[src/rtl/if_stage_if.sv]
// Instruction-memory bus between the fetch stage (master) and the memory (slave).
// Handshake: imem_req is a one-cycle strobe qualifying imem_addr. The memory later
// returns exactly one imem_rvalid pulse with imem_rdata, at least one cycle after
// the request. At most one request is outstanding, so no ready signal is needed.
interface if_stage_if #(
  parameter int XLEN = 32
);
  logic            imem_req;
  logic [XLEN-1:0] imem_addr;
  logic [31:0]     imem_rdata;
  logic            imem_rvalid;

  modport master (
    output imem_req,
    output imem_addr,
    input  imem_rdata,
    input  imem_rvalid
  );

  modport slave (
    input  imem_req,
    input  imem_addr,
    output imem_rdata,
    output imem_rvalid
  );
endinterface

[src/rtl/if_stage.sv]
// Instruction fetch stage: one outstanding imem request, a one-word instruction
// buffer, ID-stage redirects and HDU stalls.
module if_stage #(
  parameter int              XLEN     = 32,
  parameter logic [XLEN-1:0] RESET_PC = 32'h0000_0000
) (
  input  logic            clk,
  input  logic            rst,
  input  logic            pc_write,
  input  logic            redirect,
  input  logic [XLEN-1:0] redirect_pc,
  if_stage_if.master      imem,
  output logic [XLEN-1:0] pc_out,
  output logic [XLEN-1:0] pc4_out,
  output logic [31:0]     instr_out,
  output logic            instr_valid,
  output logic [1:0]      dbg_state_o
);

  typedef enum logic [1:0] {
    S_REQ  = 2'd0,
    S_WAIT = 2'd1,
    S_HOLD = 2'd2,
    S_DROP = 2'd3
  } state_e;

  localparam logic [XLEN-1:0] FOUR     = XLEN'(4);
  localparam logic [XLEN-1:0] PC_RESET = {RESET_PC[XLEN-1:2], 2'b00};

  state_e          state_q, state_d;
  logic [XLEN-1:0] pc_q, pc_d;
  logic [XLEN-1:0] pc4_q;
  logic [31:0]     ibuf_q, ibuf_d;
  logic            req;
  logic [XLEN-1:0] redir_pc;

  assign redir_pc = {redirect_pc[XLEN-1:2], 2'b00};

  always_ff @(posedge clk) begin
    if (rst) begin
      state_q <= S_REQ;
      pc_q    <= PC_RESET;
      pc4_q   <= PC_RESET + FOUR;
      ibuf_q  <= 32'h0000_0000;
    end else begin
      state_q <= state_d;
      pc_q    <= pc_d;
      pc4_q   <= pc_d + FOUR;
      ibuf_q  <= ibuf_d;
    end
  end

  always_comb begin
    state_d = state_q;
    pc_d    = pc_q;
    ibuf_d  = ibuf_q;
    req     = 1'b0;
    unique case (state_q)
      S_REQ: begin
        req = !redirect;
        if (redirect) pc_d = redir_pc;
        else          state_d = S_WAIT;
      end
      S_WAIT: begin
        if (redirect) begin
          pc_d    = redir_pc;
          state_d = imem.imem_rvalid ? S_REQ : S_DROP;
        end else if (imem.imem_rvalid) begin
          ibuf_d  = imem.imem_rdata;
          state_d = S_HOLD;
        end
      end
      S_HOLD: begin
        // Redirect wins over pc_write: the sequential successor is not fetched.
        if (redirect) begin
          pc_d    = redir_pc;
          state_d = S_REQ;
        end else if (pc_write) begin
          req     = 1'b1;
          pc_d    = pc4_q;
          state_d = S_WAIT;
        end
      end
      S_DROP: begin
        if (redirect) pc_d = redir_pc;
        if (imem.imem_rvalid) state_d = S_REQ;
      end
    endcase
  end

  // In S_HOLD the only request that can go out is the sequential one at pc+4.
  assign imem.imem_req  = req & !rst;
  assign imem.imem_addr = (state_q == S_HOLD) ? pc4_q : pc_q;

  assign pc_out      = pc_q;
  assign pc4_out     = pc4_q;
  assign instr_valid = (state_q == S_HOLD);
  assign instr_out   = instr_valid ? ibuf_q : 32'h0000_0000;
  assign dbg_state_o = state_q;

endmodule

[src/flat_wrapper.sv]
// flat-port wrapper written by rule: the top's interface ports become plain ports
module if_stage_flat 
#(
  parameter int              XLEN     = 32,
  parameter logic [XLEN-1:0] RESET_PC = 32'h0000_0000
)
  (clk, rst, pc_write, redirect, redirect_pc, pc_out, pc4_out, instr_out, instr_valid, dbg_state_o, imem_imem_req, imem_imem_addr, imem_imem_rdata, imem_imem_rvalid);
  if_stage_if #(.XLEN(XLEN)) imem_i ();
  input  logic clk;
  input  logic rst;
  input  logic pc_write;
  input  logic redirect;
  input  logic [XLEN-1:0] redirect_pc;
  output logic [XLEN-1:0] pc_out;
  output logic [XLEN-1:0] pc4_out;
  output logic [31:0] instr_out;
  output logic instr_valid;
  output logic [1:0] dbg_state_o;
  output wire logic [$bits(imem_i.imem_req)-1:0] imem_imem_req;
  output wire logic [$bits(imem_i.imem_addr)-1:0] imem_imem_addr;
  input wire logic [$bits(imem_i.imem_rdata)-1:0] imem_imem_rdata;
  input wire logic [$bits(imem_i.imem_rvalid)-1:0] imem_imem_rvalid;
  assign imem_imem_req = imem_i.imem_req;
  assign imem_imem_addr = imem_i.imem_addr;
  assign imem_i.imem_rdata = imem_imem_rdata;
  assign imem_i.imem_rvalid = imem_imem_rvalid;
  if_stage #(.XLEN(XLEN), .RESET_PC(RESET_PC)) u_core (.clk(clk), .rst(rst), .pc_write(pc_write), .redirect(redirect), .redirect_pc(redirect_pc), .imem(imem_i), .pc_out(pc_out), .pc4_out(pc4_out), .instr_out(instr_out), .instr_valid(instr_valid), .dbg_state_o(dbg_state_o));
endmodule
[config.mk]
export PLATFORM = sky130hd
export DESIGN_NAME = if_stage_flat
export DESIGN_NICKNAME = d
export VERILOG_FILES = /design/src/rtl/if_stage_if.sv /design/src/rtl/if_stage.sv /design/src/flat_wrapper.sv
export SDC_FILE = /design/constraint.sdc
export NUM_CORES = 1
export LEC_CHECK = 0
export CORE_MARGIN = 2
export CORE_UTILIZATION = 28
export CTS_BUF_LIST = sky130_fd_sc_hd__clkbuf_4 sky130_fd_sc_hd__clkbuf_8
export CTS_CLUSTER_SIZE = 14
export DETAILED_ROUTE_END_ITERATION = 16
export PLACE_DENSITY_LB_ADDON = 0.08
export SLEW_MARGIN = 20
export SYNTH_ARGS = -nofsm -noshare
export SYNTH_HDL_FRONTEND = slang
export SYNTH_SLANG_ARGS = --single-unit
[constraint.sdc]
create_clock -name clk -period 3.16 [get_ports clk]
set_input_delay 0.316 -clock clk [delete_from_list [all_inputs] [get_ports clk]]
set_output_delay 0.316 -clock clk [all_outputs]
set_load 0.005 [all_outputs]
==> flow_metrics.env <==
export IMPL_antenna_cells=0
export IMPL_synth_async_reset_ratio_pct=0
export IMPL_track_usage_pct=17.7
export IMPL_viasPerCell=4.75
export IMPL_drcViolationCount=0
export IMPL_synth_simple_area_share_pct=29.6
export IMPL_reg2regPathDepth=10
export IMPL_finClkSkew_ns=0.00859
export IMPL_die_w_um=136
export IMPL_post_route_period_util_pct=90.7
export IMPL_synthXorXnorAreaFrac_pct=3.57
export IMPL_ys_types=50
export IMPL_synthToLayoutAreaGrowth_pct=50.0
export IMPL_drv_cap=0
export IMPL_post_dp_cell_area_um2=7140
export IMPL_io_buffers=192
export IMPL_grt_ovfl_total=0
export IMPL_fillers=1732
export IMPL_ios=201
export IMPL_regArea_um2=1880
export IMPL_drive_gt1_share_pct=12.2
export IMPL_multiInputGateArea_um2=2760
export IMPL_core_area_um2=17200
export IMPL_synth_top_flop_cell="dfxtp_1"
export IMPL_crit_path_end_kind="output pin"
export IMPL_hold_class="in -> reg"
export IMPL_final_min_clock_period_ns=2.86
export IMPL_cts_tree="yes"
export IMPL_drt_initial_drc_count=249
export IMPL_rows=48
export IMPL_h_tree_depth=3
export IMPL_finalWeightedCongestion=0.759
export IMPL_synthCells=618
export IMPL_ant_nets=0
export IMPL_first_pass_iters=5
export IMPL_tns_ns=0
export IMPL_yosysTopAreaCell="dfxtp_1"
export IMPL_synth_mux_area_share_pct=8.71
export IMPL_path_max_fanout=26
export IMPL_worstSkewPairLatency_ns=0.37
export IMPL_seq_area_frac_synth_pct=38.4
export IMPL_clockRootBuffer="clkbuf_8"
export IMPL_cts_buffers=9
export IMPL_wirelength_um=16300
export IMPL_grt_pass1_wl_um=25400
export IMPL_finalSetupViolCount=0
export IMPL_syn_mean_instance_area_um2=7.93
export IMPL_grt_max_degree=49
export IMPL_hold_start="rst"
export IMPL_hold_buffers=0
export IMPL_antenna_found_initial=0
export IMPL_start_kind="flop"
export IMPL_post_drt_wl_per_cell_um=15.7
export IMPL_rrSetupSlack_ns=0.35
export IMPL_slew_violations=0
export IMPL_critPathKind="reg -> out"
export IMPL_die_y_um=136
export IMPL_cts_sinks=94
export IMPL_whs_ns=0.393
export IMPL_fin_ws_ns=0.295
export IMPL_grt_pass1_vias=4786
export IMPL_synth_compound_area_share_pct=13.6
export IMPL_fin_nets=878
export IMPL_hold_depth=2
export IMPL_via_count=4925
export IMPL_worstMarginPinSlew_ns=0.640
export IMPL_holdPathEnd="u_core.pc4_out[10]"
export IMPL_place_ws_ns=-0.0255
export IMPL_status="complete, no violations"
export IMPL_synth_fa_ha_area_share_pct=0.255
export IMPL_netlist_area_leader_share_pct=38.4
export IMPL_regToRegStartpoint="u_core.dbg_state_o[0]"
export IMPL_ir_worst_vdd_v=0.000168
export IMPL_start_util_pct=28.5
export IMPL_timing_rr_end="u_core.pc4_out[30]"
export IMPL_cp_arrival_ns=2.55
export IMPL_ys_seq_elements=94
export IMPL_p_leak_nw=2.71
export IMPL_syn_cell_area_um2=4900
export IMPL_synth_area_top_cells="dfxtp_1 (38%), nand2_1 (8.9%), a21oi_1 (7.9%)"
export IMPL_dpl_hpwl_um=11800
export IMPL_post_cts_buffers=0
export IMPL_synth_top_family_by_area="simple AND/OR/NAND/NOR gates"
export IMPL_slew_headroom_pct=57.2
export IMPL_path_clk_slew_ns=0.09
export IMPL_power_density_nw_per_um2=375
export IMPL_synth_edf_count=0
export IMPL_finalHoldViolCount=0
export IMPL_cts_path_max_buffers=2
export IMPL_fin_area_um2=7350
export IMPL_cp_data_required_time_ns=2.84
export IMPL_clock_fmax_mhz=349
export IMPL_ys_warn_count=0
export IMPL_cts_resized=0
export IMPL_die_area_um2=18600
export IMPL_rsz0062_at_grt="false"
-- cell families (layout without fill, tap and decap cells) --
| group | count (synthesis) | count (layout) |
|---|---|---|
| adder cells (fa/ha/maj) | 1 | 1 |
| multiplexers | 38 | 38 |
| AO/OA/AOI/OAI | 115 | 115 |
| XOR/XNOR | 20 | 20 |
| AND/OR/NAND/NOR | 289 | 289 |
| other | 1 | 6 |
| flip-flops | 94 | 94 |
| buffers and inverters | 60 | 249 |
-- worst max path at each step --
stage / start / depth (start not counted) / slack [ns] / end
floorplan: u_core.dbg_state_o[1] / 12 / 0.45 / u_core.pc4_out[30]
global placement: pc_write / 9 / -0.06 / u_core.pc4_out[30]
detailed placement: pc_write / 9 / -0.03 / u_core.pc4_out[30]
CTS: u_core.dbg_state_o[0] / 4 / 0.25 / imem_imem_addr[30]
global route: u_core.dbg_state_o[0] / 10 / 0.04 / u_core.pc4_out[30]
finish: u_core.dbg_state_o[0] / 4 / 0.30 / imem_imem_addr[26]
-- state kept, by name, indices dropped and copies added (netlist names) --
name                count
u_core.dbg_state_o      2
u_core.pc_out          30
u_core.pc4_out         30
u_core.ibuf_q          32
-- worst max-delay path, stage by stage (launching register included) --
cell             delay [ns]
dfxtp_1                0.41
and2b_2                0.57
buf_4                  0.35
mux2_2                 0.37
clkdlybuf4s50_1        0.46
-- per-stage QoR --
| stage | utilization [%] | total power [W] | cells |
|---|---|---|---|
| after floorplan | - | 0.00156 | 623 |
| after global placement | 41.5 | 0.00189 | 1022 |
| after detailed placement | 41.6 | 0.00190 | 1022 |
| after CTS | 42.8 | 0.00279 | 1037 |
| after global routing | 42.8 | 0.00291 | 1037 |
| final | 42.8 | 0.00275 | 1037 |
-- per-layer routing --
metal,up-vias,GRT usage (%),part of all wire (%)
li1,2459,-,-
met1,2322,22.4,45
met2,127,30.0,49
met3,17,3.47,4.8
met4,0,5.84,1.4
met5,-,0,0
-- Yosys cell counts (all sizes together) (2+ instances only) --
master and number:
a211oi 7, a21o 2, a21oi 77, a221oi 8, a2bb2oi 2, a31oi 6, and2 44, and4b 5
buf 22, clkbuf 28, dfxtp 94, inv 10, mux2 34, mux2i 4, nand2 116, nand3 11
nand3b 3, nand4 3, nor2 52, nor2b 15, nor3 16, nor4 11, o21ai 8, or2 4
or3 2, xnor2 11, xor2 9
-- cell usage in the layout (no fill, tap or decap), drive strengths merged, types with 10 or more instances in the layout --
cell / Yosys / layout
a21oi: 77 / 77
and2: 44 / 44
buf: 22 / 34
clkbuf: 28 / 11
clkdlybuf4s50: 0 / 190
dfxtp: 94 / 94
inv: 10 / 10
mux2: 34 / 34
nand2: 116 / 116
nand3: 11 / 11
nor2: 52 / 52
nor2b: 15 / 15
nor3: 16 / 16
nor4: 11 / 11
xnor2: 11 / 11
-- power by group --
part / internal (W) / leakage, nW / switching [W] / total, W
clock: 0.000458 / 0.106 / 0.000430 / 0.000889
combinational: 0.000329 / 1.83 / 0.000237 / 0.000566
sequential: 0.00125 / 0.772 / 0.0000542 / 0.00130
-- area by class of cell --
type                    count  share of cell area (%)
flip-flops and latches     94                    25.6
repair buffers            224                    29.7
well taps                 225                    3.83
clock inverters             4                   0.987
inverters                  10                   0.511
clock buffers              11                    1.89
multi-input cells         469                    37.5
Note: power is estimated with default switching activity, not from simulation.
